$ cat config.mk
export PLATFORM = sky130hd
export DESIGN_NAME = alu_writeback_stage
export DESIGN_NICKNAME = d
export VERILOG_FILES = /design/src/rtl/alu_pkg.sv /design/src/rtl/alu_wb_queue.sv /design/src/rtl/alu_writeback_stage.sv
export SDC_FILE = /design/constraint.sdc
export NUM_CORES = 1
export LEC_CHECK = 0
export ABC_AREA = 1
export CORE_MARGIN = 3
export CORE_UTILIZATION = 40
export CTS_CLUSTER_SIZE = 28
export DETAILED_ROUTE_END_ITERATION = 10
export PLACE_DENSITY = 0.78
export SETUP_SLACK_MARGIN = 0.15
export SLEW_MARGIN = 40
export SYNTH_ARGS = -nofsm -noshare
export SYNTH_HDL_FRONTEND = slang
export SYNTH_SLANG_ARGS = --single-unit
$ cat constraint.sdc
create_clock -name clk_i -period 1.45 [get_ports clk_i]
set_clock_uncertainty 0.1 [all_clocks]
set_input_delay 0.29 -clock clk_i [delete_from_list [all_inputs] [get_ports clk_i]]
set_output_delay 0.29 -clock clk_i [all_outputs]
set_load 0.03 [all_outputs]
$ cat src/rtl/alu_pkg.sv
// Shared flag types and indices for the ALU writeback path.
// Latency: n/a (types and a pure function only).
// Backpressure: n/a.
package alu_pkg;

    localparam int FLAG_W  = 5;

    // Flag vector bit order is {sf,pf,of,zf,cf} = [4:0]
    typedef logic [FLAG_W-1:0] flag_vec_t;

    localparam int FLAG_CF = 0;
    localparam int FLAG_ZF = 1;
    localparam int FLAG_OF = 2;
    localparam int FLAG_PF = 3;
    localparam int FLAG_SF = 4;

    // Masked merge: bits selected by mask take the new value, others keep the old one
    function automatic flag_vec_t merge_flags(input flag_vec_t old_f,
                                              input flag_vec_t new_f,
                                              input flag_vec_t mask);
        return (old_f & ~mask) | (new_f & mask);
    endfunction

endpackage

$ cat src/rtl/alu_wb_queue.sv
// In-order result queue of DEPTH entries; head is always entry 0.
// Latency: a push is visible at the head one cycle after acceptance.
// Backpressure: rdy_o is registered, high when next-cycle occupancy is below DEPTH.
module alu_wb_queue #(
    parameter int DEPTH = 1,
    parameter int WIDTH = 21
) (
    input  logic             clk_i,
    input  logic             rst_ni,
    input  logic             push_i,
    input  logic             pop_i,
    input  logic             flush_i,
    input  logic [WIDTH-1:0] dat_i,
    output logic [WIDTH-1:0] dat_o,
    output logic             vld_o,
    output logic             rdy_o
);

    localparam int CW = $clog2(DEPTH + 1);

    logic [WIDTH-1:0] r_mem [DEPTH];
    logic [CW-1:0]    r_occ;
    logic             r_rdy;
    logic [CW-1:0]    w_occ_nxt;
    logic [CW-1:0]    w_wr_idx;

    // Next occupancy and write slot; a pop shifts everything down one slot first
    always_comb begin
        w_occ_nxt = r_occ;
        if (flush_i) begin
            w_occ_nxt = '0;
        end else if (push_i && !pop_i) begin
            w_occ_nxt = r_occ + CW'(1);
        end else if (!push_i && pop_i) begin
            w_occ_nxt = r_occ - CW'(1);
        end
        w_wr_idx = pop_i ? (r_occ - CW'(1)) : r_occ;
    end

    // Occupancy and registered ready; ready is derived from next occupancy so no comb path
    always_ff @(posedge clk_i or negedge rst_ni) begin
        if (!rst_ni) begin
            r_occ <= '0;
            r_rdy <= 1'b1;
        end else begin
            r_occ <= w_occ_nxt;
            r_rdy <= (w_occ_nxt < CW'(DEPTH));
        end
    end

    // Storage: shift on pop, then write the pushed entry behind the surviving ones
    always_ff @(posedge clk_i or negedge rst_ni) begin
        if (!rst_ni) begin
            for (int i = 0; i < DEPTH; i++) begin
                r_mem[i] <= '0;
            end
        end else if (!flush_i) begin
            if (pop_i) begin
                for (int i = 0; i < DEPTH - 1; i++) begin
                    r_mem[i] <= r_mem[i+1];
                end
            end
            for (int i = 0; i < DEPTH; i++) begin
                if (push_i && (w_wr_idx == CW'(i))) begin
                    r_mem[i] <= dat_i;
                end
            end
        end
    end

    assign dat_o = r_mem[0];
    assign vld_o = (r_occ != '0);
    assign rdy_o = r_rdy;

endmodule

$ cat src/rtl/alu_writeback_stage.sv
// ALU writeback: masked architectural flag update plus in-order result queue (ALU_WB_SKID_EN -> depth 2).
// Latency: 1 cycle from accept to out_valid_o; carry feedback updates on the accept edge.
// Backpressure: in_ready_o is registered; depth 1 gives one transfer per two cycles, depth 2 one per cycle.
module alu_writeback_stage
    import alu_pkg::*;
#(
    parameter int WORD_WIDTH = 16
) (
    input  logic                  clk_i,
    input  logic                  rst_ni,
    input  logic                  in_valid_i,
    output logic                  in_ready_o,
    input  logic [WORD_WIDTH-1:0] r_i,
    input  logic                  cf_i,
    input  logic                  zf_i,
    input  logic                  of_i,
    input  logic                  pf_i,
    input  logic                  sf_i,
    input  logic [FLAG_W-1:0]     flag_mask_i,
    input  logic                  flush_i,
    output logic                  out_valid_o,
    input  logic                  out_ready_i,
    output logic [WORD_WIDTH-1:0] r_o,
    output logic [FLAG_W-1:0]     flags_o,
    output logic                  cf_fb_o
);

`ifdef ALU_WB_SKID_EN
    localparam int QDEPTH = 2;
`else
    localparam int QDEPTH = 1;
`endif

    localparam int ENTRY_W = WORD_WIDTH + FLAG_W;

    flag_vec_t          r_arch_flags;
    flag_vec_t          w_in_flags;
    flag_vec_t          w_flags_nxt;
    logic               w_push;
    logic               w_pop;
    logic               w_q_vld;
    logic               w_q_rdy;
    logic [ENTRY_W-1:0] w_head;

    // Gather incoming flags and compute post-update architectural flags
    always_comb begin
        w_in_flags          = '0;
        w_in_flags[FLAG_CF] = cf_i;
        w_in_flags[FLAG_ZF] = zf_i;
        w_in_flags[FLAG_OF] = of_i;
        w_in_flags[FLAG_PF] = pf_i;
        w_in_flags[FLAG_SF] = sf_i;
        w_flags_nxt         = merge_flags(r_arch_flags, w_in_flags, flag_mask_i);
    end

    // A flush swallows any same-cycle input, so it neither enqueues nor touches flags
    assign w_push = in_valid_i & w_q_rdy & ~flush_i;
    assign w_pop  = w_q_vld & out_ready_i;

    // Architectural flags change only on an accepted input
    always_ff @(posedge clk_i or negedge rst_ni) begin
        if (!rst_ni) begin
            r_arch_flags <= '0;
        end else if (w_push) begin
            r_arch_flags <= w_flags_nxt;
        end
    end

    alu_wb_queue #(
        .DEPTH (QDEPTH),
        .WIDTH (ENTRY_W)
    ) u_queue (
        .clk_i   (clk_i),
        .rst_ni  (rst_ni),
        .push_i  (w_push),
        .pop_i   (w_pop),
        .flush_i (flush_i),
        .dat_i   ({w_flags_nxt, r_i}),
        .dat_o   (w_head),
        .vld_o   (w_q_vld),
        .rdy_o   (w_q_rdy)
    );

    assign in_ready_o  = w_q_rdy;
    assign out_valid_o = w_q_vld;
    assign r_o         = w_head[WORD_WIDTH-1:0];
    assign flags_o     = w_head[ENTRY_W-1:WORD_WIDTH];
    assign cf_fb_o     = r_arch_flags[FLAG_CF];

endmodule

==> results of run 1 <==
[worst max-delay path, cell delays in order, from the launching register on]
cell       delay, ns
dfstp_2         0.59
buf_6           0.11
nand2_4         0.04
nor2_4          0.13
nand2_4         0.11
clkbuf_16       0.18
nand2_1         0.06
nand2_1         0.05
[power breakdown]
group	internal (mW)	total [mW]	switching (mW)	leakage (nW)
registers	0.909	1.00	0.0935	0.346
logic	0.468	0.942	0.474	0.680
clock network	0.280	0.518	0.238	0.0279
[per-layer routing]
| metal | vias up | global-route usage [%] | routed length [µm] |
|---|---|---|---|
| met3 | 6 | 4.54 | 201 |
| li1 | 581 | - | - |
| met2 | 49 | 32.7 | 1830 |
| met1 | 551 | 22.0 | 1360 |
| met5 | - | 0 | 0 |
| met4 | 0 | 11.1 | 59 |
[logic make-up after synthesis]
kind of cell           synth area share (%)
buffers and inverters                  6.06
AND/OR/NAND/NOR                        29.3
AO/OA/AOI/OAI                          4.99
flip-flops                             59.6
[cell usage after synthesis]
| library cell | number |
|---|---|
| buf_2 | 6 |
| dfrtp_1 | 27 |
| nand3_1 | 22 |
| dfstp_2 | 1 |
| inv_1 | 8 |
| buf_6 | 1 |
| a21oi_2 | 1 |
| nand2_2 | 1 |
| nand2_1 | 57 |
| o21ai_0 | 10 |
| nor2_1 | 1 |
| nor2_4 | 1 |
[worst min path at each step]
stage                         to  slack, ns               from  depth (start not counted)
2_1_floorplan    r_arch_flags[0]      -0.11             rst_ni                          0
3_3_place_gp    u_queue.dat_o[6]       0.35   u_queue.dat_o[6]                          2
3_5_place_dp   u_queue.dat_o[11]       0.36  u_queue.dat_o[11]                          2
4_1_cts        u_queue.dat_o[10]       0.17             rst_ni                          2
5_1_grt        u_queue.dat_o[10]       0.17             rst_ni                          2
6_report       u_queue.dat_o[10]       0.18             rst_ni                          2
[what timing repair did]
action | 4_1_cts | 5_1_grt
setup buffers | 5 | 9
setup endpoints to repair | 49 | 52
pin swaps | 0 | 4
gates cloned | 0 | 1
gates resized for setup | 160 | 30
[through the flow]
| stage | TNS [ns] | utilization, % | instance area [µm²] | std cells | hold slack, ns |
|---|---|---|---|---|---|
| floorplan | 0 | - | 1190 | 136 | -0.106 |
| global placement | -1.65 | 65.0 | 1810 | 223 | 0.353 |
| detailed placement | -2.84 | 65.0 | 1810 | 223 | 0.358 |
| CTS | 0 | 69.2 | 1930 | 232 | 0.167 |
| global route | -0.832 | 75.8 | 2110 | 242 | 0.165 |
| finish | -0.0111 | 75.8 | 2110 | 242 | 0.176 |
[area by class of cell]
cell class	instances	share of cell area, %
sequential	28	33.3
inverter	8	1.42
tap	31	1.84
clock inverter	1	1.42
multi-input combinational	93	23.0
timing repair buffer	78	38.0
clock buffer	3	1.07
[cells in the final DEF, fill, tap and decap left out]
master | netlist | final
buf_6 | 1 | 26
inv_1 | 8 | 8
buf_4 | 0 | 19
o21ai_0 | 10 | 10
clkdlybuf4s50_1 | 0 | 30
nor2_4 | 1 | 1
clkbuf_16 | 0 | 1
dfrtp_1 | 27 | 27
nor2_1 | 1 | 1
bufinv_16 | 0 | 1
nand2_1 | 57 | 37
clkbuf_4 | 0 | 3
a21oi_2 | 1 | 1
nand2_2 | 1 | 15
nand3_1 | 22 | 22
dfstp_2 | 1 | 1
buf_12 | 0 | 2
nand2_4 | 0 | 6
[registers in the layout, indices dropped and copies added (netlist names)]
signal and cells:
r_arch_flags 5, u_queue.dat_o 21, u_queue.rdy_o 1, u_queue.vld_o 1
==> flow_metrics.tcl, run 1 <==
set metrics [dict create \
    cts-root-buf "clkbuf_4" \
    worstSetupStartpointType "register" \
    seq_area_um2 702 \
    timing.final.ws_setup_ns -0.00525 \
    leakage_nw 1.05 \
    final_net_count 243 \
    worstHoldPathType "input port to async pin" \
    cts_tree "yes" \
    syn2layout_area_growth_pct 79.1 \
    powerDensity_nw_per_um2 1170 \
    slew_headroom_pct 81.4 \
    multiInputGateArea_um2 484 \
    io_buffers 54 \
    clk_transition_reported_paths_ns 0.16 \
    h-tree-depth 1 \
    grt_pass1_vias 1195 \
    synth_top_cells_by_area "dfrtp_1, nand2_1, nand3_1" \
    tightestPinTransition_ns 0.276 \
    syn_inst 136 \
    hold_buffers 0 \
    first_pass_iters 4 \
    numCtsBuffers 3 \
    grt_max_degree 21 \
    r2r_slack_ns -0.005 \
    fillers 203 \
    syn_nets 167 \
    clk-insertion-delay-late_ns 0.32 \
    reg2reg_from "u_queue.rdy_o" \
    wl_per_cell_um 14.3 \
    crit_required_ns 1.59 \
    drt_iter0_markers 51 \
    r2r_end "u_queue.dat_o[5]" \
    grt_pass1_wl_um 5210 \
    synth_top_area_share_pct 57.4 \
    fmax_mhz 687 \
    crit_arrival_ns 1.59 \
    overflow 0 \
    drt_wl_total_um 3460 \
    maxCapViolCount 0 \
    ys_types 12 \
    critPathCapture "u_queue.dat_o[5]" \
    run_status "finished with violations" \
    design.die.area_um2 3630 \
    antenna_found_initial 0 \
    path_max_fanout 8 \
    routed_via_density 4.90 \
    reg2reg_depth 7 \
    critPathKind "register to register" \
    synth-warning-count 0 \
    route.detailed.drc 0 \
    grtUsageTotal_pct 19.3 \
    critPathLaunch "u_queue.rdy_o" \
    min_period_ns 1.46 \
    violations "negative setup slack" \
    drive_above_1_share_pct 36.0 \
    rsz0062_at_grt "true" \
    die_y_um 60.3 \
    synth_area_per_cell_um2 8.66 \
    ys_ff_latch 28 \
    power_mw 2.46 \
    setup_viol 4 \
    finalCritPeriodShare_pct 100 \
    chipWidth_um 60.3 \
    clockBufferDepth 2 \
    synth-seq-area-share_pct 59.6 \
    gp_congestion 0.741 \
    cp-end-kind "register" \
    cts_sinks 28 \
    slew_violations 0 \
    coreArea_um2 2780 \
    peakVddDrop_v 0.000978 \
    ant_nets 0 \
    num_vias 1187 \
    start_util_pct 42.3 \
    netlist_area_um2 1180 \
    place_hpwl_um 2310 \
    antenna_cells 0 \
    io_pins 55 \
    pre_cts_ws_ns -0.123 \
    rows 19 \
    synth_top_area_cell "dfrtp_1" \
    hold_viol_final 0 \
]
No activity file was read; power rests on OpenSTA's default activity.
==> run 2, diff against run 1 <==
--- a/config.mk
+++ b/config.mk
@@ -6,7 +6,6 @@
 export NUM_CORES = 1
 export LEC_CHECK = 0
 export ABC_AREA = 1
-export CORE_MARGIN = 3
 export CORE_UTILIZATION = 40
 export CTS_CLUSTER_SIZE = 28
 export DETAILED_ROUTE_END_ITERATION = 10
==> run 2 against run 1 <==
- the flow now finishes without violations
- clock-buffer cell count is the same
- critical endpoint is now in_ready_o
- first-iteration DRC count shrank 47%
- worst hold slack gained 0.013 ns
- cell count shrank 2.9%
- sequential power is essentially flat
- critical path type is now register to primary output
==> flow_metrics.tcl, run 2 (synthesis results as in run 1) <==
set metrics [dict create \
    coreArea_um2 2780 \
    run_status "finished, final reports clean" \
    min_period_ns 1.40 \
    drt_wl_total_um 2940 \
    path_max_fanout 2 \
    antenna_found_initial 0 \
    io_buffers 54 \
    hold_viol_final 0 \
    maxCapViolCount 0 \
    cp-end-kind "primary output" \
    slowest_stage "dfstp_2" \
    clk-insertion-delay-late_ns 0.33 \
    start_util_pct 42.3 \
    io_pins 55 \
    ant_nets 0 \
    crit_arrival_ns 1.01 \
    syn2layout_area_growth_pct 68.9 \
    worstSetupStartpointType "register" \
    drt_iter0_markers 27 \
    h-tree-depth 1 \
    mostFrequentLayoutCells "nand2_1, clkdlybuf4s50_1, dfrtp_1, buf_6, nand3_1" \
    num_vias 1161 \
    power_mw 2.36 \
    drive_above_1_share_pct 28.9 \
    slew_violations 0 \
    design.die.area_um2 3160 \
    clk_transition_reported_paths_ns 0.15 \
    cp_num_cells 1 \
    numCtsBuffers 3 \
    setup_viol 0 \
    grt_max_degree 32 \
    die_y_um 56.3 \
    final_net_count 236 \
    worstPathCellList "buf_6" \
    layout_commonest_cell "nand2_1" \
    critPathLaunch "u_queue.rdy_o" \
    critPathKind "register to primary output" \
    rsz0062_at_grt "true" \
    wl_met1_um 1180 \
    reg2reg_depth 7 \
    peakVddDrop_v 0.000974 \
    reg2reg_from "u_queue.rdy_o" \
    leakage_nw 0.995 \
    critPathCapture "in_ready_o" \
    pre_cts_ws_ns -0.119 \
    critPathBufInv 1 \
    routed_via_density 4.94 \
    overflow 0 \
    r2r_end "u_queue.dat_o[19]" \
    worstHoldPathType "input port to async pin" \
    cts_sinks 28 \
    crit_family "flip-flops" \
    cts_tree "yes" \
    r2r_slack_ns 0.06 \
    first_pass_iters 4 \
    largest_reg_flops 21 \
    crit_required_ns 1.06 \
    slew_headroom_pct 82.3 \
    place_hpwl_um 2110 \
    dr_wl_met2_um 1590 \
    wl_per_cell_um 12.5 \
    rows 19 \
    antenna_cells 0 \
    chipWidth_um 56.3 \
    clockBufferDepth 2 \
    routed.top_layer "met4" \
    grt_pass1_wl_um 4660 \
    powerDensity_nw_per_um2 1190 \
    cts-root-buf "clkbuf_4" \
    route.detailed.drc 0 \
    finalCritPeriodShare_pct 96.7 \
    timing.final.ws_setup_ns 0.0478 \
    fin_setup_tns_ns 0 \
    met3_length_um 126 \
    max_stage_delay_ns 0.57 \
    gp_congestion 0.741 \
    tightestPinTransition_ns 0.263 \
    grtUsageTotal_pct 18.6 \
    fmax_mhz 713 \
    grt_pass1_vias 1137 \
]
## run 2: cell types whose count changed in the layout (fill, tap and decap cells not counted)
cell,before,now
nand2_4,6,1
buf_4,19,13
nand2_2,15,10
nand2_1,37,47
clkbuf_16,1,0
## run 2: power by group
part           total, mW  switching [mW]  internal [mW]  leakage, nW
registers           1.00          0.0911          0.909        0.346
clock network      0.505           0.226          0.279       0.0279
logic              0.852           0.439          0.412        0.621
total               2.36           0.756           1.60        0.995
## run 2: timing repair
item,in CTS,in global routing
buffers inserted,5,4
hold endpoints to repair,0,0
hold buffers,0,0
pin swaps,0,2
gates resized for setup,137,48
setup endpoints to repair,25,52
## run 2: worst min path at each step
stage	end	cells after the start
after floorplan	r_arch_flags[0]	0
after global placement	u_queue.dat_o[8]	2
after detailed placement	u_queue.dat_o[1]	2
after CTS	u_queue.dat_o[3]	2
after global routing	u_queue.dat_o[10]	2
final	u_queue.dat_o[10]	2
## run 2: per-layer routing
layer	global-route usage, %	vias to the layer above
li1	-	564
met1	22.4	553
met2	34.4	38
met3	2.53	6
met4	5.92	0
met5	0	-
## run 2: area by class of cell
cell class,instances,area (µm²)
multi-input cells,93,434
fillers,223,793
flip-flops and latches,28,702
well taps,31,38.8
repair buffers,71,731
clock buffers,3,22.5
inverters,8,30.0
clock inverters,1,30.0
## run 2: stage by stage
step                utilization, %  hold WS [ns]  instances  cell area [µm²]
finish                        71.5         0.189        235             1990
floorplan                        -        -0.106        136             1190
detailed placement            64.7         0.357        222             1800
CTS                           66.3         0.201        231             1840
global route                  71.5         0.189        235             1990
global placement              64.7         0.354        222             1800
==> RTL change 1 (flow settings as in run 1) <==
Add a define of `ALU_WB_SKID_EN`.
--- a/src/rtl/alu_writeback_stage.sv
+++ b/src/rtl/alu_writeback_stage.sv
@@ -1,6 +1,8 @@
 // ALU writeback: masked architectural flag update plus in-order result queue (ALU_WB_SKID_EN -> depth 2).
 // Latency: 1 cycle from accept to out_valid_o; carry feedback updates on the accept edge.
 // Backpressure: in_ready_o is registered; depth 1 gives one transfer per two cycles, depth 2 one per cycle.
+`define ALU_WB_SKID_EN
+
 module alu_writeback_stage
     import alu_pkg::*;
 #(
Behaviour: not the same (Yosys sat finds a counterexample within 4 cycles, from zero or initial values and one cycle with rst_ni low).
==> RTL change 1 against run 1 <==
- the flow still finishes with violations (setup timing)
- first-iteration DRC count rose to 4.6 times the old value
- maximum frequency down 14%
- worst setup slack got worse by 0.23 ns
- final area is 62% higher
- wire length up 84%
- sequential power grew 130%
- core utilization is 20 points lower
- power grew to 2.9 times the old value
- sequential cell count is 22 higher
- via count rose by 98%
- area after synthesis increased by 120%
- highest routed layer unchanged
==> RTL change 1: results (changes against run 1) <==
.. list-table::
   :header-rows: 1

   * - Metric
     - Value
   * - Met2 Wirelength
     - 3.174 mm (was 1.830 mm)
   * - Cells on worst reg2reg path
     - 12 (was 7)
   * - Sum of net half-perimeters after detailed placement
     - 4.295 mm (was 2.312 mm)
   * - Iteration-0 DRC count of the detailed router
     - 235 (was 51)
   * - Cell Count Post-Placement
     - 454 (was 223)
   * - Total routing resource utilization after global routing
     - 17.83% (was 19.31%)
   * - Number of nets in the finished design
     - 429 (was 243)
   * - Run status
     - finished with violations (unchanged)
   * - Largest fanout on the critical path
     - 11 (was 8)
   * - Met3 global-route usage
     - 2.690% (was 4.536%)
   * - Top area cells in the synthesized netlist
     - dfrtp_1 (48%), nand2_1 (27%), buf_4 (7.9%) (was dfrtp_1 (57%), nand2_1 (18%), nand3_1 (9.4%))
   * - Max stage delay on crit path
     - 0.39 ns (was 0.59 ns)
   * - Family with the most delay on the worst path
     - simple AND/OR/NAND/NOR gates (was flip-flops)
   * - Worst EP arrival
     - 1.78 ns (was 1.59 ns)
   * - Synthesized area divided by synthesized cell count
     - 7.672 um^2 (was 8.657 um^2)
   * - Met1 layer usage reported by global route
     - 23.24% (was 21.97%)
   * - Final critical-path setup slack
     - -0.2380 ns (was -0.005246 ns)
   * - Clock root cell
     - clkbuf_8 (was clkbuf_4)
   * - Cell leakage power
     - 1.844 nW (was 1.054 nW)
   * - Clock-pin transition on the worst setup and hold timing paths
     - 0.09 ns (was 0.16 ns)
   * - Met2 Resource Use GR
     - 29.99% (was 32.72%)
   * - VDD IR-drop max
     - 1.329 mV (was 0.9783 mV)
   * - Commonest cells post-synth
     - nand2_1 (185), dfrtp_1 (49), buf_4 (27) (was nand2_1 (57), dfrtp_1 (27), nand3_1 (22))
   * - Post-Syn Nets
     - 366 (was 167)
   * - Pre-CTS setup slack
     - -0.4489 ns (was -0.1227 ns)
   * - Power per cell area
     - 2061 nW/um^2 (was 1168 nW/um^2)
   * - Switch share
     - 44.16% (was 32.74%)
   * - Routability congestion estimate
     - 0.8165 (was 0.7406)
   * - Fraction of layout cells with a size suffix above 1
     - 24.12% (was 36.02%)
   * - Highest-delay cell along the critical path
     - dfrtp_1 (was dfstp_2)
   * - Post-detailed-route via-to-cell ratio
     - 4.966 (was 4.905)
   * - Netlist cell types
     - 18 (was 12)
   * - Clock buffers created by TritonCTS
     - 5 (was 3)
   * - Arithmetic-cell share of the synthesized area counting full adders, half adders and majority gates
     - 0.4883% (was 0%)
   * - Transition at the pin with the smallest max-transition slack
     - 0.4005 ns (was 0.2759 ns)
   * - Failing checks
     - setup timing (unchanged)
   * - First-pass GRT wire length
     - 10.65 mm (was 5.209 mm)
   * - Setup Viol. Count Final
     - 50 (was 4)
==> RTL change 1: cell count changes in the layout (fill, tap and decap cells not counted), moves of 9 or more <==
cell | before | now
buf_2 | 0 | 19
buf_6 | 26 | 17
dfrtp_1 | 27 | 49
nand2_1 | 37 | 177
nand2_2 | 15 | 5
nand3_1 | 22 | 1
nand4_1 | 0 | 23
==> RTL change 1: what timing repair did <==
| item | in CTS | in global routing |
|---|---|---|
| setup endpoints to repair | 70 | 54 |
| cloned | 2 | 0 |
| hold buffers | 1 | 0 |
| endpoints found under the hold margin | 14 | 0 |
| setup buffers | 7 | 1 |
| gates resized for setup | 130 | 5 |
| pin swaps | 12 | 3 |
==> RTL change 1: path summary, 6_finish.rpt <==
kind	from	end	slack (ns)
worst max-delay path	u_queue.r_occ[0]	u_queue.dat_o[0]	-0.24
worst max register to register	u_queue.r_occ[0]	u_queue.dat_o[0]	-0.24
min in group clk_i	u_queue.dat_o[15]	u_queue.dat_o[15]	0.38
worst min register to register	u_queue.dat_o[15]	u_queue.dat_o[15]	0.38
max in group asynchronous	rst_ni	u_queue.dat_o[3]	0.41
worst min-delay path	rst_ni	u_queue.dat_o[10]	0.35
==> RTL change 1: layout make-up <==
type	count	area, um^2
fill	538	2650
sequential	50	1252
multi-input combinational	231	1094
timing repair buffer	94	815.8
tap	75	93.84
clock buffer	7	86.33
inverter	15	63.81
clock inverter	1	5.005
==> RTL change 1: worst register-to-register path, stage by stage, from the launching register on <==
cell	delay, ns
dfrtp_1	0.39
inv_2	0.08
ha_4	0.14
inv_6	0.05
nand2_8	0.07
nand2_4	0.06
nand2_4	0.09
nand3_4	0.12
nand2_2	0.11
nand2_2	0.07
buf_6	0.15
nand2_1	0.08
nand2_2	0.05
==> RTL change 2 (flow settings as in run 1) <==
Without the edit above. Make the reset (`rst_ni`) synchronous in 3 clocked blocks.
--- a/src/rtl/alu_wb_queue.sv
+++ b/src/rtl/alu_wb_queue.sv
@@ -38,7 +38,7 @@
     end
 
     // Occupancy and registered ready; ready is derived from next occupancy so no comb path
-    always_ff @(posedge clk_i or negedge rst_ni) begin
+    always_ff @(posedge clk_i) begin
         if (!rst_ni) begin
             r_occ <= '0;
             r_rdy <= 1'b1;
@@ -49,7 +49,7 @@
     end
 
     // Storage: shift on pop, then write the pushed entry behind the surviving ones
-    always_ff @(posedge clk_i or negedge rst_ni) begin
+    always_ff @(posedge clk_i) begin
         if (!rst_ni) begin
             for (int i = 0; i < DEPTH; i++) begin
                 r_mem[i] <= '0;
--- a/src/rtl/alu_writeback_stage.sv
+++ b/src/rtl/alu_writeback_stage.sv
@@ -58,7 +58,7 @@
     assign w_pop  = w_q_vld & out_ready_i;
 
     // Architectural flags change only on an accepted input
-    always_ff @(posedge clk_i or negedge rst_ni) begin
+    always_ff @(posedge clk_i) begin
         if (!rst_ni) begin
             r_arch_flags <= '0;
         end else if (w_push) begin
Formal check against the unedited RTL: differs if rst_ni is asserted again (counterexample within 4 cycles, from zero or initial values and one cycle with rst_ni low); with rst_ni held inactive, the same outputs for 10 cycles.
==> RTL change 2 against run 1 <==
- worst hold slack improved by 0.16 ns
- core utilization fell by 0.77 points
- sequential cell count is the same
- critical endpoint is now u_queue.r_mem[0][0]
- highest routed layer unchanged
- wire length fell by 9.2%
- worst setup slack better by 0.088 ns
- area after synthesis increased by 7.2%
- final area up 2.4%
Power is not compared: it rests on default switching activity, and its combinational part moved more than twofold at a synthesized area within 25%.
==> RTL change 2: results (changes against run 1) <==
.. list-table::
   :header-rows: 1

   * - Metric
     - Value
   * - Iteration-0 DRC count of the detailed router
     - 19 (was 51)
   * - Largest fanout on the critical path
     - 6 (was 8)
   * - Worst EP arrival
     - 1.47 ns (was 1.59 ns)
   * - Fraction of area in clock buffers and inverters
     - 1.217% (was 2.493%)
   * - Number of vias in the routed layout
     - 1,053 (was 1,187)
   * - Sum of net half-perimeters after detailed placement
     - 2.059 mm (was 2.312 mm)
   * - Non-CTS inverters
     - 35 (was 8)
   * - Highest-delay cell along the critical path
     - dfxtp_4 (was dfstp_2)
   * - Run status
     - finished, final reports clean (was finished with violations)
   * - Pre-CTS setup slack
     - -0.3009 ns (was -0.1227 ns)
   * - Max stage delay on crit path
     - 0.39 ns (was 0.59 ns)
   * - Area taken by multi-input logic gates
     - 432.9 um^2 (was 484.2 um^2)
   * - Commonest cells post-synth
     - inv_1 (35), nand2_1 (33), edfxtp_1 (21) (was nand2_1 (57), dfrtp_1 (27), nand3_1 (22))
   * - Fraction of layout cells with a size suffix above 1
     - 33.50% (was 36.02%)
   * - Post_cts resized
     - 152 (was 160)
   * - Met2 Resource Use GR
     - 31.85% (was 32.72%)
   * - Clk Latency, worst-skew pair
     - 0.34 ns (was 0.32 ns)
   * - Fillers
     - 204 (was 203)
   * - Transition at the pin with the smallest max-transition slack
     - 0.4829 ns (was 0.2759 ns)
   * - Sequential cell area
     - 775.7 um^2 (was 701.9 um^2)
   * - Cell Count Post-Placement
     - 233 (was 223)
   * - Maximum number of pins on one net before global-route repair
     - 16 (was 21)
   * - Sequential-to-total area share from yosys stat
     - 61.05% (was 59.62%)
   * - Post-detailed-route via-to-cell ratio
     - 4.298 (was 4.905)
   * - R2R Path Start
     - u_queue.rdy_o (unchanged)
   * - Dominant kind of cell
     - flip-flops and latches (was buffers)
   * - Met1 wire length
     - 1.125 mm (was 1.364 mm)
   * - Top area cells in the synthesized netlist
     - edfxtp_1 (50%), dfxtp_1 (11%), inv_1 (10%) (was dfrtp_1 (57%), nand2_1 (18%), nand3_1 (9.4%))
   * - Achievable Freq
     - 0.7312 GHz (was 0.6872 GHz)
   * - Hold WC Path Type
     - in -> reg (was in -> async)
==> RTL change 2: where the power goes <==
group,total [W],switching (W),internal [W],leakage [nW]
combinational,0.000465,0.000240,0.000226,0.703
clock,0.000337,0.000229,0.000108,0.0150
sequential,0.000945,0.0000283,0.000917,0.279
total,0.00175,0.000497,0.00125,0.997
==> RTL change 2: worst min path at each step <==
| stage | end | slack [ns] | start |
|---|---|---|---|
| floorplan | r_arch_flags[1] | 0.36 | r_arch_flags[1] |
| global placement | r_arch_flags[3] | 0.37 | r_arch_flags[3] |
| detailed placement | r_arch_flags[4] | 0.37 | r_arch_flags[4] |
| CTS | u_queue.vld_o | 0.35 | flush_i |
| global route | u_queue.vld_o | 0.33 | flush_i |
| finish | u_queue.vld_o | 0.34 | flush_i |
==> RTL change 2: kinds of logic after synthesis <==
kind of cell / Yosys count / share of synthesized area (%)
DFF: 28 / 61.05
AOI/OAI and AO/OA: 1 / 0.3961
buffers and inverters: 39 / 13.18
and+or+nand+nor: 68 / 25.37
